[config.mk]
export PLATFORM = sky130hd
export DESIGN_NAME = mext_issue_ctrl
export DESIGN_NICKNAME = d
export VERILOG_FILES = /design/src/rtl/mext_pkg.sv /design/src/rtl/mext_reuse_entry.sv /design/src/rtl/mext_issue_ctrl.sv
export SDC_FILE = /design/constraint.sdc
export NUM_CORES = 1
export LEC_CHECK = 0
export CAP_MARGIN = 25
export CORE_MARGIN = 2
export CORE_UTILIZATION = 46
export DETAILED_ROUTE_END_ITERATION = 10
export PLACE_DENSITY = 0.75
export SLEW_MARGIN = 5
export SYNTH_ARGS = -nofsm -noshare
export SYNTH_HDL_FRONTEND = slang
export SYNTH_SLANG_ARGS = --single-unit
export TNS_END_PERCENT = 10
[constraint.sdc]
create_clock -name clk -period 8.4 [get_ports clk]
set_input_delay 2.52 -clock clk [delete_from_list [all_inputs] [get_ports clk]]
set_output_delay 2.52 -clock clk [all_outputs]
set_load 0.05 [all_outputs]
[src/rtl/mext_pkg.sv]
// Shared types and constants for the RV32M multiply issue controller.
package mext_pkg;

    typedef enum logic [1:0] {
        MUL    = 2'b00,
        MULH   = 2'b01,
        MULHSU = 2'b10,
        MULHU  = 2'b11
    } mul_op_t;

    typedef enum logic [2:0] {
        S_IDLE   = 3'd0,
        S_LAUNCH = 3'd1,
        S_WAIT   = 3'd2,
        S_DONE   = 3'd3,
        S_DRAIN  = 3'd4
    } mext_state_t;

    localparam logic [6:0] OPCODE_M_EXT = 7'b0110011;
    localparam logic [6:0] FUNCT7_MEXT  = 7'b0000001;

    // Identity of a multiply: what must match for a result to be reused.
    typedef struct packed {
        logic [31:0] op1;
        logic [31:0] op2;
        mul_op_t     opc;
    } mext_tag_t;

endpackage

[src/rtl/mext_reuse_entry.sv]
// Single-entry memo of the last completed multiply: tag, result and valid,
// with a combinational compare against the instruction currently in EX.
module mext_reuse_entry
    import mext_pkg::*;
(
    input  logic        clk,
    input  logic        rst,
    input  logic        wr_en,
    input  mext_tag_t   wr_tag,
    input  logic [31:0] wr_res,
    input  mext_tag_t   cmp_tag,
    output logic        hit,
    output logic [31:0] hit_res
);

    logic        valid_q, valid_d;
    mext_tag_t   tag_q, tag_d;
    logic [31:0] res_q, res_d;

    always_comb begin
        valid_d = valid_q;
        tag_d   = tag_q;
        res_d   = res_q;
        if (wr_en) begin
            valid_d = 1'b1;
            tag_d   = wr_tag;
            res_d   = wr_res;
        end
    end

    always_ff @(posedge clk or posedge rst) begin
        if (rst) begin
            valid_q <= 1'b0;
            tag_q   <= '0;
            res_q   <= '0;
        end else begin
            valid_q <= valid_d;
            tag_q   <= tag_d;
            res_q   <= res_d;
        end
    end

    assign hit     = valid_q && (tag_q == cmp_tag);
    assign hit_res = res_q;

endmodule

[src/rtl/mext_issue_ctrl.sv]
// EX-stage sequencer for MUL/MULH/MULHSU/MULHU: launches the iterative
// multiplier, stalls the front end, delivers the result, handles flush/timeout.
module mext_issue_ctrl
    import mext_pkg::*;
#(
    parameter int MAX_LAT  = 40,
    parameter bit EN_REUSE = 1'b1
) (
    input  logic        clk,
    input  logic        rst,
    input  logic        valid_e,
    input  logic        is_mext_e,
    input  logic [2:0]  funct3_e,
    input  logic [31:0] rs1_e,
    input  logic [31:0] rs2_e,
    input  logic [4:0]  rd_e,
    input  logic        flush_e,
    input  logic        stall_m,
    input  logic        mul_done,
    input  logic [31:0] mul_result,
    output logic        mul_start,
    output logic [1:0]  mul_opcode,
    output logic [31:0] mul_op1,
    output logic [31:0] mul_op2,
    output logic        stall_o,
    output logic        res_valid,
    output logic [31:0] res_data,
    output logic [4:0]  res_rd,
    output logic        err_timeout
);

    localparam int CW = $clog2(MAX_LAT + 1);

    mext_state_t   state_q, state_d;
    logic [CW-1:0] cnt_q, cnt_d;
    logic [31:0]   op1_q, op1_d;
    logic [31:0]   op2_q, op2_d;
    mul_op_t       opc_q, opc_d;
    logic [4:0]    rd_q, rd_d;
    logic [31:0]   res_q, res_d;
    logic          err_q, err_d;

    logic          req, hit, reuse_hit, ent_wr, timeout;
    logic [31:0]   hit_res;
    mext_tag_t     cmp_tag, wr_tag;

    // Div/rem share the M-extension encoding but are handled elsewhere.
    assign req       = valid_e & is_mext_e & ~funct3_e[2] & ~flush_e;
    assign cmp_tag   = '{op1: rs1_e, op2: rs2_e, opc: mul_op_t'(funct3_e[1:0])};
    assign wr_tag    = '{op1: op1_q, op2: op2_q, opc: opc_q};
    assign reuse_hit = EN_REUSE && hit;
    assign timeout   = (cnt_q == CW'(MAX_LAT - 1));

    mext_reuse_entry u_reuse (
        .clk     (clk),
        .rst     (rst),
        .wr_en   (ent_wr),
        .wr_tag  (wr_tag),
        .wr_res  (mul_result),
        .cmp_tag (cmp_tag),
        .hit     (hit),
        .hit_res (hit_res)
    );

    always_comb begin
        state_d   = state_q;
        cnt_d     = cnt_q;
        op1_d     = op1_q;
        op2_d     = op2_q;
        opc_d     = opc_q;
        rd_d      = rd_q;
        res_d     = res_q;
        err_d     = err_q;
        mul_start = 1'b0;
        stall_o   = 1'b0;
        res_valid = 1'b0;
        ent_wr    = 1'b0;
        case (state_q)
            S_IDLE: begin
                if (req) begin
                    stall_o = 1'b1;
                    op1_d   = rs1_e;
                    op2_d   = rs2_e;
                    opc_d   = mul_op_t'(funct3_e[1:0]);
                    rd_d    = rd_e;
                    if (reuse_hit) begin
                        res_d   = hit_res;
                        state_d = S_DONE;
                    end else begin
                        state_d = S_LAUNCH;
                    end
                end
            end
            S_LAUNCH: begin
                stall_o = 1'b1;
                cnt_d   = '0;
                if (flush_e) begin
                    state_d = S_IDLE;
                end else begin
                    mul_start = 1'b1;
                    state_d   = S_WAIT;
                end
            end
            S_WAIT: begin
                stall_o = 1'b1;
                cnt_d   = cnt_q + 1'b1;
                if (mul_done) begin
                    ent_wr  = 1'b1;
                    res_d   = mul_result;
                    state_d = flush_e ? S_IDLE : S_DONE;
                end else if (flush_e) begin
                    state_d = S_DRAIN;
                end else if (timeout) begin
                    err_d   = 1'b1;
                    res_d   = '0;
                    state_d = S_DONE;
                end
            end
            S_DONE: begin
                if (flush_e) begin
                    state_d = S_IDLE;
                end else begin
                    res_valid = 1'b1;
                    stall_o   = stall_m;
                    if (!stall_m) state_d = S_IDLE;
                end
            end
            S_DRAIN: begin
                // Multiplier cannot abort; its result still refreshes the memo.
                stall_o = req;
                cnt_d   = cnt_q + 1'b1;
                if (mul_done) begin
                    ent_wr  = 1'b1;
                    state_d = S_IDLE;
                end else if (timeout) begin
                    err_d   = 1'b1;
                    state_d = S_IDLE;
                end
            end
            default: state_d = S_IDLE;
        endcase
    end

    always_ff @(posedge clk or posedge rst) begin
        if (rst) begin
            state_q <= S_IDLE;
            cnt_q   <= '0;
            op1_q   <= '0;
            op2_q   <= '0;
            opc_q   <= MUL;
            rd_q    <= '0;
            res_q   <= '0;
            err_q   <= 1'b0;
        end else begin
            state_q <= state_d;
            cnt_q   <= cnt_d;
            op1_q   <= op1_d;
            op2_q   <= op2_d;
            opc_q   <= opc_d;
            rd_q    <= rd_d;
            res_q   <= res_d;
            err_q   <= err_d;
        end
    end

    assign mul_op1     = op1_q;
    assign mul_op2     = op2_q;
    assign mul_opcode  = opc_q;
    assign res_data    = res_valid ? res_q : '0;
    assign res_rd      = res_valid ? rd_q : '0;
    assign err_timeout = err_q;

endmodule
==> parameters.txt, run 1 <==
Parameter                              Value

Yosys
  Largest area contributor in the netlist    sky130_fd_sc_hd__dfrtp_1
  Unique cell type count in the Yosys netlist    43
  Synth warn    0
  Fraction of registers with async set/reset    100.0%
  Top cell type's share of synthesized area    54.44%
  Post-synth EDFFs    0
  Synth top cells by count    sky130_fd_sc_hd__dfrtp_1, sky130_fd_sc_hd__mux2_2, sky130_fd_sc_hd__nand2_1
  Cells after synthesis    784
  Post-Syn Nets    896
  Most frequently used flop master after synthesis    sky130_fd_sc_hd__dfrtp_1
  Leading post-synthesis cells by cell area    sky130_fd_sc_hd__dfrtp_1, sky130_fd_sc_hd__mux2_2, sky130_fd_sc_hd__mux2_4
  Number of storage elements in the synthesis netlist    212
  Netlist area before placement    9744 µm²
  Cell with the most instances after synthesis    sky130_fd_sc_hd__dfrtp_1
  Proportion of synthesized chip area in sequential cells    54.44%
  Synth Area per Inst    12.43 µm²

Cells and area
  Final cell area excluding filler cells    13070 µm²
  NumNets Final    1104
  Proportion of layout cells with a drive suffix above 1    25.00%
  Area overhead of the layout relative to synthesis    34.09%
  Diodes inserted    0
  Finished Layout Cells    1283

Timing
  Slack of the critical path    1253 ps
  Final TNS setup    0 ps
  RSZ-0062 raised after global routing    false
  Worst-case clock skew    27.36 ps
  Final worst-path cycle share    85.09%
  Max_slew headroom    31.83%
  Worst Tran Pin Value    1019 ps
  Max frequency    0.1399 GHz
  Setup violators final    0
  Number of hold-slack violations in the final timing report    0
  Clock period minus final worst setup slack    7147 ps
  Max-slew violations    0

Route
  Total number of vias    6688
  1st-iter DRT viols    249
  Final wirelength    23080 µm
  Antenna-violating nets left    0
  DRC violations left    0
  Detailed-router iteration count before antenna repair    4
  Via-per-instance ratio    5.213
  WL per Instance    17.99 µm

Setup path
  Critical path class    in2out
  CP Data Arrival Time    4630 ps
  Kind of capture point of the worst setup path    primary output
  Sort of element at the start of the critical path    input port
  Required time of the critical path    5880 ps
  Worst-path maximum fanout    39

Placed design
  Detailed-placement wirelength estimate    15810 µm
  Final GP Congestion    0.8013
  Placed Instance Area    12180 µm²
  Placed Cells    1239
  PortBufs    217
  Worst Setup Slack post-DPL    1282 ps

Floorplan
  Starting utilization of the core area    46.65%
  Die footprint    22360 µm²
  I/O pin cnt    218
  Count of standard-cell rows    53
  Die height    149.5 µm
  Core area    20890 µm²
  Chip Width    149.5 µm

Power
  Maximum ir drop on the vdd rail    193.1 µV
  Total power divided by cell area    248.6 nW/µm²
  Static power due to leakage    6.075 nW

CTS
  Clock tree from TritonCTS    built
  Bufs on Longest Clock Path    3
  Insertion delay to the later sink of the worst-skew pair    520 ps
  Clk sink count    212
  Number of buffers created by CTS    23
  Post-CTS Hold Fix Bufs    0
  Resize count post-CTS    0
  Clock transition at the registers of the reported paths    60 ps
  Clock root cell    sky130_fd_sc_hd__clkbuf_16
  Number of H-tree levels    1
  Post-CTS repair timing setup buffer count    0

Global route
  GRT Residual Overflow    0
  Number of antenna violations at the first check in global routing    0
  Total global-route track usage    20.62%
  Largest net degree at the start of global routing    81
  Global-route wire length before repair    36740 µm
  Number of global-route vias before repair    6832

Hold path
  Hold/Removal Path Class    reg2reg

Outcome
  Run status    finished clean

Run
  Max-capacitance violation count    0
[stage by stage]
stage	utilization [%]	power (mW)	hold slack, ps
5_1_grt	62.55	3.398	492.0
6_report	62.55	3.249	463.2
3_5_place_dp	58.30	2.189	456.0
4_1_cts	62.19	3.277	466.4
3_3_place_gp	58.17	2.168	450.0
2_1_floorplan	-	1.871	435.1
[registers in the layout (all words and copies together), names as in the netlist]
register	count
mul_op2	32
cnt_q	6
rd_q	5
mul_op1	32
u_reuse.tag_q	66
res_q	32
state_q	3
u_reuse.hit_res	32
mul_opcode	2
u_reuse.valid_q	1
err_timeout	1
[critical path, cell delays in order]
cell                              delay [ps]
sky130_fd_sc_hd__clkdlybuf4s50_1         600
sky130_fd_sc_hd__nor2_2                  170
sky130_fd_sc_hd__buf_4                   300
sky130_fd_sc_hd__and3_1                  210
sky130_fd_sc_hd__clkdlybuf4s50_1         810
[cell type report]
| cell class | instances | area (µm²) |
|---|---|---|
| multi-input combinational | 513 | 4220 |
| inverter | 15 | 63.81 |
| clock buffer | 30 | 651.9 |
| clock inverter | 11 | 161.4 |
| sequential | 212 | 5305 |
| fill | 1668 | 7823 |
| timing repair buffer | 227 | 2320 |
| tap | 275 | 344.1 |
[cell usage in the layout (no fill, tap or decap), drive strengths merged, types with 2 or more instances in the layout]
master         instances
dfrtp                212
clkinv                 5
o21ai                 48
a22oi                  3
clkdlybuf4s50        217
clkbuf                30
and3                  37
nor3                   2
nand2                 84
mux2                 193
nand4                  7
bufinv                 4
and2                   2
xnor2                 16
o2111ai                5
a2111oi                6
inv                   16
nor2b                 17
nor4                   9
buf                   10
nand2b                16
nand3                 10
a21o                   4
nor2                  11
xor2                  28
a31oi                  2
[power breakdown]
group,switching [mW],internal [mW],total [mW],leakage (nW)
Sequential,0.127,1.21,1.34,2.69
Clock,0.408,0.668,1.08,0.403
Combinational,0.466,0.371,0.836,2.98
[routing by layer]
layer  vias to the layer above  global-route usage [%]  share of wire, %
met1                      3332                   27.58                43
met2                       168                   32.68                47
met4                         0                   4.524               2.0
met3                        33                   7.043               7.9
met5                         -                       0                 0
li1                       3155                       -                 -
[worst paths after layout]
check	start	end	slack, ps	cells past startpoint
setup / recovery	flush_e	res_data[10]	1250	5
hold / removal	err_timeout	err_timeout	460	1
setup reg to reg	state_q[0]	res_q[23]	5430	7
hold reg to reg	err_timeout	err_timeout	460	1
max in group asynchronous	rst	u_reuse.tag_q[55]	4730	3
min in group asynchronous	rst	cnt_q[4]	2480	2
[logic make-up after synthesis]
group,count (synthesis),synth area share (%)
multiplexers,193,23.46
buffers and inverters,59,2.542
flip-flops,212,54.44
adder cells (fa/ha/maj),1,0.1284
AND/OR/NAND/NOR,197,10.20
AO/OA/AOI/OAI,78,5.277
XOR/XNOR,44,3.955
No activity file was read; power rests on OpenSTA's default activity.
==> run 2: changes to the inputs <==
--- a/config.mk
+++ b/config.mk
@@ -7,9 +7,9 @@
 export LEC_CHECK = 0
 export CAP_MARGIN = 25
 export CORE_MARGIN = 2
-export CORE_UTILIZATION = 46
+export CORE_UTILIZATION = 51
 export DETAILED_ROUTE_END_ITERATION = 10
-export PLACE_DENSITY = 0.75
+export PLACE_DENSITY = 0.79
 export SLEW_MARGIN = 5
 export SYNTH_ARGS = -nofsm -noshare
 export SYNTH_HDL_FRONTEND = slang
==> constraint.sdc (replaced) <==
create_clock -name clk -period 7.6 [get_ports clk]
set_input_delay 2.28 -clock clk [delete_from_list [all_inputs] [get_ports clk]]
set_output_delay 2.28 -clock clk [all_outputs]
set_load 0.05 [all_outputs]
==> run 2 against run 1 <==
Against the previous run: via count rose by 0.48%; first-iteration DRC count up 55%; global-route usage rose by 2.1 points; hold slack gained 7.1 ps; sequential share of layout area increased by 0.47 points; worst setup slack got worse by 320 ps; critical path type unchanged; largest cell class unchanged; largest power group unchanged; highest routed layer unchanged.
==> parameters.txt, run 2 (synthesized netlist as in run 1, its figures left out) <==
Parameter                              Value

Outcome
  Run status    finished clean

Floorplan
  Chip Width    142.2 µm (-4.9%)
  Count of standard-cell rows    50 (-5.7%)
  Die height    142.2 µm (-4.9%)
  I/O pin cnt    218 (unchanged)
  Die footprint    20230 µm² (-9.5%)
  Core area    18710 µm² (-10%)
  Starting utilization of the core area    52.09% (+5.4 points)

Timing
  Max_slew headroom    37.72% (+5.9 points)
  Worst Tran Pin Value    934.2 ps (-85.10 ps)
  Number of hold-slack violations in the final timing report    0 (unchanged)
  RSZ-0062 raised after global routing    false
  Max-slew violations    0 (unchanged)
  Max frequency    0.1499 GHz
  Clock period minus final worst setup slack    6669 ps
  Final worst-path cycle share    87.75%
  Setup violators final    0 (unchanged)
  Final TNS setup    0 ps (unchanged)
  Worst-case clock skew    11.20 ps (-16.15 ps)

Setup path
  Beginning of the worst register-to-register path    state_q[0]
  Minimum setup slack among reg-to-reg paths    4690 ps (-740 ps)
  CP Data Arrival Time    4390 ps (-240 ps)
  Required time of the critical path    5320 ps (-560 ps)
  Reg-to-reg critical path endpoint    res_q[18]
  Worst r2r path cells    7 (unchanged)
  Critical path class    in2out
  Worst-path maximum fanout    39 (unchanged)
  Kind of capture point of the worst setup path    primary output
  Sort of element at the start of the critical path    input port

CTS
  Number of H-tree levels    1 (unchanged)
  Clock tree from TritonCTS    built
  Resize count post-CTS    0 (unchanged)
  Post-CTS Hold Fix Bufs    0 (unchanged)
  Post-CTS repair timing setup buffer count    0 (unchanged)
  Bufs on Longest Clock Path    3 (unchanged)
  Clock root cell    sky130_fd_sc_hd__clkbuf_16
  Clk sink count    212 (unchanged)
  Clock transition at the registers of the reported paths    60 ps (about the same)
  Number of buffers created by CTS    23 (unchanged)
  Insertion delay to the later sink of the worst-skew pair    510 ps (about the same)

Route
  1st-iter DRT viols    387 (+55%)
  Final wirelength    22510 µm (-2.5%)
  Detailed-router iteration count before antenna repair    5 (+1)
  DRC violations left    0 (unchanged)
  WL per Instance    18.17 µm (+1.0%)
  Via-per-instance ratio    5.424 (+4.0%)
  Antenna-violating nets left    0 (unchanged)
  Total number of vias    6720 (+0.48%)

Power
  Total power divided by cell area    268.4 nW/µm² (+8.0%)
  Static power due to leakage    6.018 nW (-0.94%)
  Maximum ir drop on the vdd rail    277.5 µV (+44%)

Global route
  Number of global-route vias before repair    6838 (+0.088%)
  Number of antenna violations at the first check in global routing    0 (unchanged)
  Total global-route track usage    22.68% (+2.1 points)
  GRT Residual Overflow    0 (unchanged)
  Largest net degree at the start of global routing    171 (+110%)
  Global-route wire length before repair    36490 µm (-0.67%)

Hold path
  Hold/Removal Path Class    reg2reg
  WHS Path Cells    1 (unchanged)
  Worst Hold End    err_timeout
  Worst Min Path Start    err_timeout

Cells and area
  Proportion of layout cells with a drive suffix above 1    24.28% (-0.72 points)
  Top library cells by usage in the layout, fill and taps aside    sky130_fd_sc_hd__clkdlybuf4s50_1, sky130_fd_sc_hd__dfrtp_1, sky130_fd_sc_hd__mux2_2
  Most common cell after layout, fill and taps aside    sky130_fd_sc_hd__clkdlybuf4s50_1
  NumNets Final    1103 (-0.091%)
  Max reg flops    66 (unchanged)
  Fin util    69.06% (+6.5 points)
  Storage cell area    5305 µm² (unchanged)
  Diodes inserted    0 (unchanged)
  Area overhead of the layout relative to synthesis    32.56%
  Number of fill cells    1361 (-18%)
  Register with the most flip-flops    u_reuse.tag_q
  Area occupied by multi-input gates    4218 µm² (about the same)

Placed design
  Detailed-placement wirelength estimate    15460 µm (-2.2%)
  Final GP Congestion    0.7914 (-1.2%)
  PortBufs    217 (unchanged)

Run
  Max-capacitance violation count    0 (unchanged)
-- run 2: cell types whose count changed in the layout (fill, tap and decap cells not counted), sizes merged --
cell and delta:
bufinv -4, buf -1, clkbuf +7, clkinv -4, inv -1
-- run 2: worst max path at each step --
stage | startpoint | endpoint | slack [ps] | cells after the start
floorplan | flush_e | stall_o | 1330 | 5
global placement | flush_e | stall_o | 1020 | 6
detailed placement | flush_e | res_data[12] | 950 | 5
CTS | flush_e | res_data[12] | 950 | 5
global route | flush_e | res_data[12] | 820 | 5
finish | flush_e | res_data[12] | 930 | 5
-- run 2: critical path, stage by stage --
cell,delay [ps]
sky130_fd_sc_hd__clkdlybuf4s50_1,590
sky130_fd_sc_hd__nor2_2,170
sky130_fd_sc_hd__buf_4,290
sky130_fd_sc_hd__and3_1,220
sky130_fd_sc_hd__clkdlybuf4s50_1,820
-- run 2: through the flow --
| step | instances | area [µm²] | hold WS (ps) | power, mW | worst slack, ps |
|---|---|---|---|---|---|
| after floorplan | 784 | 9748 | 435.1 | 2.068 | 1333 |
| after global routing | 1239 | 12920 | 490.4 | 3.629 | 824.0 |
| after CTS | 1237 | 12870 | 470.3 | 3.503 | 947.3 |
| after detailed placement | 1198 | 12130 | 455.9 | 2.416 | 951.7 |
| final | 1239 | 12920 | 470.3 | 3.467 | 930.7 |
| after global placement | 1197 | 12110 | 452.6 | 2.393 | 1015 |
-- run 2: layout make-up --
class	instances	area share [%]
Inverter	15	0.4649
Clock inverter	2	0.2228
Multi-Input combinational cell	513	32.65
Tap cell	234	2.267
Clock buffer	37	5.482
Sequential cell	212	41.07
Timing Repair Buffer	226	17.84
-- run 2: metal layers --
metal  GRT usage (%)  share of wire, %  vias to the layer above
met5               0                 0                        -
met4           5.632               2.4                        0
met3           6.528               8.4                       38
met2           36.38                47                      201
met1           30.65                42                     3313
li1                -                 -                     3168
-- run 2: where the power goes --
group	total (mW)	leakage [nW]	internal, mW	switching [mW]
combinational	0.923	2.97	0.409	0.514
sequential	1.48	2.69	1.34	0.141
clock	1.07	0.362	0.637	0.429
==> run 3: changes to the inputs <==
--- a/config.mk
+++ b/config.mk
@@ -6,10 +6,12 @@
 export NUM_CORES = 1
 export LEC_CHECK = 0
 export CAP_MARGIN = 25
+export CELL_PAD_IN_SITES_DETAIL_PLACEMENT = 1
+export CELL_PAD_IN_SITES_GLOBAL_PLACEMENT = 1
 export CORE_MARGIN = 2
-export CORE_UTILIZATION = 51
+export CORE_UTILIZATION = 40
 export DETAILED_ROUTE_END_ITERATION = 10
-export PLACE_DENSITY = 0.79
+export PLACE_DENSITY = 0.78
 export SLEW_MARGIN = 5
 export SYNTH_ARGS = -nofsm -noshare
 export SYNTH_HDL_FRONTEND = slang
==> run 3 against run 2 <==
Against the previous run: first-iteration DRC count shrank 21%; worst setup slack lost 79 ps; via count grew 2.2%; register-to-register slack lost 140 ps; total power grew 2.4%; critical path type unchanged; maximum frequency shrank 1.2%; clock power grew 7%; cell area grew 1.6%; sequential power is essentially flat; core utilization shrank 15 points; largest power group unchanged; final cell count grew 8.0%.
==> parameters.txt, run 3 (synthesized netlist as in run 1, its figures left out) <==
Parameter                              Value

Outcome
  Run status    finished clean

Setup path
  Kind of capture point of the worst setup path    primary output
  Critical path, cell by cell    clkdlybuf4s50_1 -> nor2_2 -> buf_4 -> and3_1 -> clkdlybuf4s50_1
  Most used cell, CP    sky130_fd_sc_hd__clkdlybuf4s50_1
  CP Data Arrival Time    4470 ps (+80 ps)
  Sort of element at the start of the critical path    input port
  Required time of the critical path    5320 ps (about the same)
  Minimum setup slack among reg-to-reg paths    4550 ps (-140 ps)
  Critical path class    in2out
  Worst r2r path cells    8 (+1)
  Delay of the slowest cell on the worst path    810 ps (about the same)
  Worst-path maximum fanout    39 (unchanged)
  Cell type of the slowest stage on the worst timing path    sky130_fd_sc_hd__clkdlybuf4s50_1

Run
  Max-capacitance violation count    0 (unchanged)

CTS
  Number of H-tree levels    1 (unchanged)
  Clock transition at the registers of the reported paths    60 ps (about the same)
  Post-CTS repair timing setup buffer count    0 (unchanged)
  Clock root cell    sky130_fd_sc_hd__clkbuf_16
  Bufs on Longest Clock Path    3 (unchanged)
  Insertion delay to the later sink of the worst-skew pair    510 ps (about the same)
  Clk sink count    212 (unchanged)
  Resize count post-CTS    0 (unchanged)
  Post-CTS Hold Fix Bufs    0 (unchanged)
  Clock tree from TritonCTS    built
  Number of buffers created by CTS    25 (+8.7%)

Cells and area
  Proportion of layout cells with a drive suffix above 1    25.05% (+0.77 points)
  Diodes inserted    0 (unchanged)
  Area overhead of the layout relative to synthesis    34.64%
  NumNets Final    1109 (+0.54%)
  Most common cell after layout, fill and taps aside    sky130_fd_sc_hd__clkdlybuf4s50_1
  Top library cells by usage in the layout, fill and taps aside    sky130_fd_sc_hd__clkdlybuf4s50_1, sky130_fd_sc_hd__dfrtp_1, sky130_fd_sc_hd__mux2_2
  Max reg flops    66 (unchanged)
  Fin util    54.43% (-15 points)
  Register with the most flip-flops    u_reuse.tag_q
  Finished Layout Cells    1338 (+8.0%)

Route
  Total number of vias    6870 (+2.2%)
  WL per Instance    19.10 µm (+5.1%)
  Via-per-instance ratio    5.135 (-5.3%)
  1st-iter DRT viols    305 (-21%)
  Antenna-violating nets left    0 (unchanged)
  DRC violations left    0 (unchanged)
  Detailed-router iteration count before antenna repair    4 (-1)
  Final wirelength    25550 µm (+14%)

Timing
  Final worst-path cycle share    88.79% (+1.0 points)
  Setup violators final    0 (unchanged)
  Clock period minus final worst setup slack    6748 ps (+78.78 ps)
  Number of hold-slack violations in the final timing report    0 (unchanged)
  Max-slew violations    0 (unchanged)
  Worst Tran Pin Value    789.2 ps (-145.0 ps)
  RSZ-0062 raised after global routing    false
  Max frequency    0.1482 GHz (-1.2%)
  Max_slew headroom    47.39% (+9.7 points)
  Final TNS setup    0 ps (unchanged)
  Worst-case clock skew    10.49 ps (-0.7082 ps)
  Fin Hold WS    481.9 ps (+11.57 ps)

Floorplan
  Core area    24110 µm² (+29%)
  Chip Width    160.1 µm (+13%)
  Die footprint    25630 µm² (+27%)
  I/O pin cnt    218 (unchanged)
  Die height    160.1 µm (+13%)
  Starting utilization of the core area    40.42% (-12 points)
  Count of standard-cell rows    57 (+14%)

Hold path
  WHS Path Cells    1 (unchanged)
  Hold/Removal Path Class    reg2reg

Global route
  Number of global-route vias before repair    7450 (+8.9%)
  Global-route wire length before repair    41230 µm (+13%)
  GRT Residual Overflow    0 (unchanged)
  Total global-route track usage    19.84% (-2.8 points)
  Largest net degree at the start of global routing    94 (-45%)
  Number of antenna violations at the first check in global routing    0 (unchanged)

Power
  Total power divided by cell area    270.7 nW/µm² (+0.85%)
  Total power after layout    3.552 mW (+2.4%)
  Maximum ir drop on the vdd rail    208.3 µV (-25%)
  Static power due to leakage    6.072 nW (+0.90%)

Placed design
  Final GP Congestion    0.7472 (-5.6%)
  Placed Cells    1292 (+7.8%)
  PortBufs    217 (unchanged)
  Detailed-placement wirelength estimate    17700 µm (+15%)
[run 3: changes by cell type in the layout (fill, tap and decap cells not counted), sizes merged]
cell,before,now
clkinv,1,4
buf,9,13
clkbuf,37,39
[run 3: worst max-delay path: cells and delay by family]
kind,cells,cell delay (ps)
buffers and inverters,3,1760
and+or+nand+nor,2,400
[run 3: final cells by class]
type	instances	area, µm²
Fill cell	2514	10990
Tap cell	324	405.4
Multi-Input combinational cell	513	4220
Clock buffer	39	758.2
Sequential cell	212	5305
Timing Repair Buffer	230	2342
Inverter	15	60.06
Clock inverter	5	28.78
[run 3: power breakdown]
part	internal, mW	leakage [nW]	switching [mW]
Combinational	0.409	2.99	0.522
Sequential	1.34	2.69	0.144
Clock	0.680	0.393	0.459
[run 3: final timing paths]
check	from	endpoint
worst max-delay path	flush_e	res_data[17]
worst min-delay path	u_reuse.valid_q	u_reuse.valid_q
worst max register to register	state_q[0]	res_q[10]
worst min register to register	u_reuse.valid_q	u_reuse.valid_q
max in group asynchronous	rst	u_reuse.tag_q[6]
min in group asynchronous	rst	u_reuse.hit_res[4]
[run 3: stage by stage]
| stage | instance area, µm² | setup WS (ps) |
|---|---|---|
| after detailed placement | 12280 | 850.3 |
| after global routing | 13120 | 751.3 |
| after floorplan | 9748 | 1333 |
| after CTS | 13070 | 853.3 |
| after global placement | 12250 | 916.5 |
| final | 13120 | 852.0 |
[run 3: routing by layer]
layer	vias to the layer above	GRT usage, %	share of wire [%]
met1	3487	25.74	43
li1	3171	-	-
met5	-	0	0
met2	182	32.66	48
met3	30	6.338	8.0
met4	0	4.382	1.7
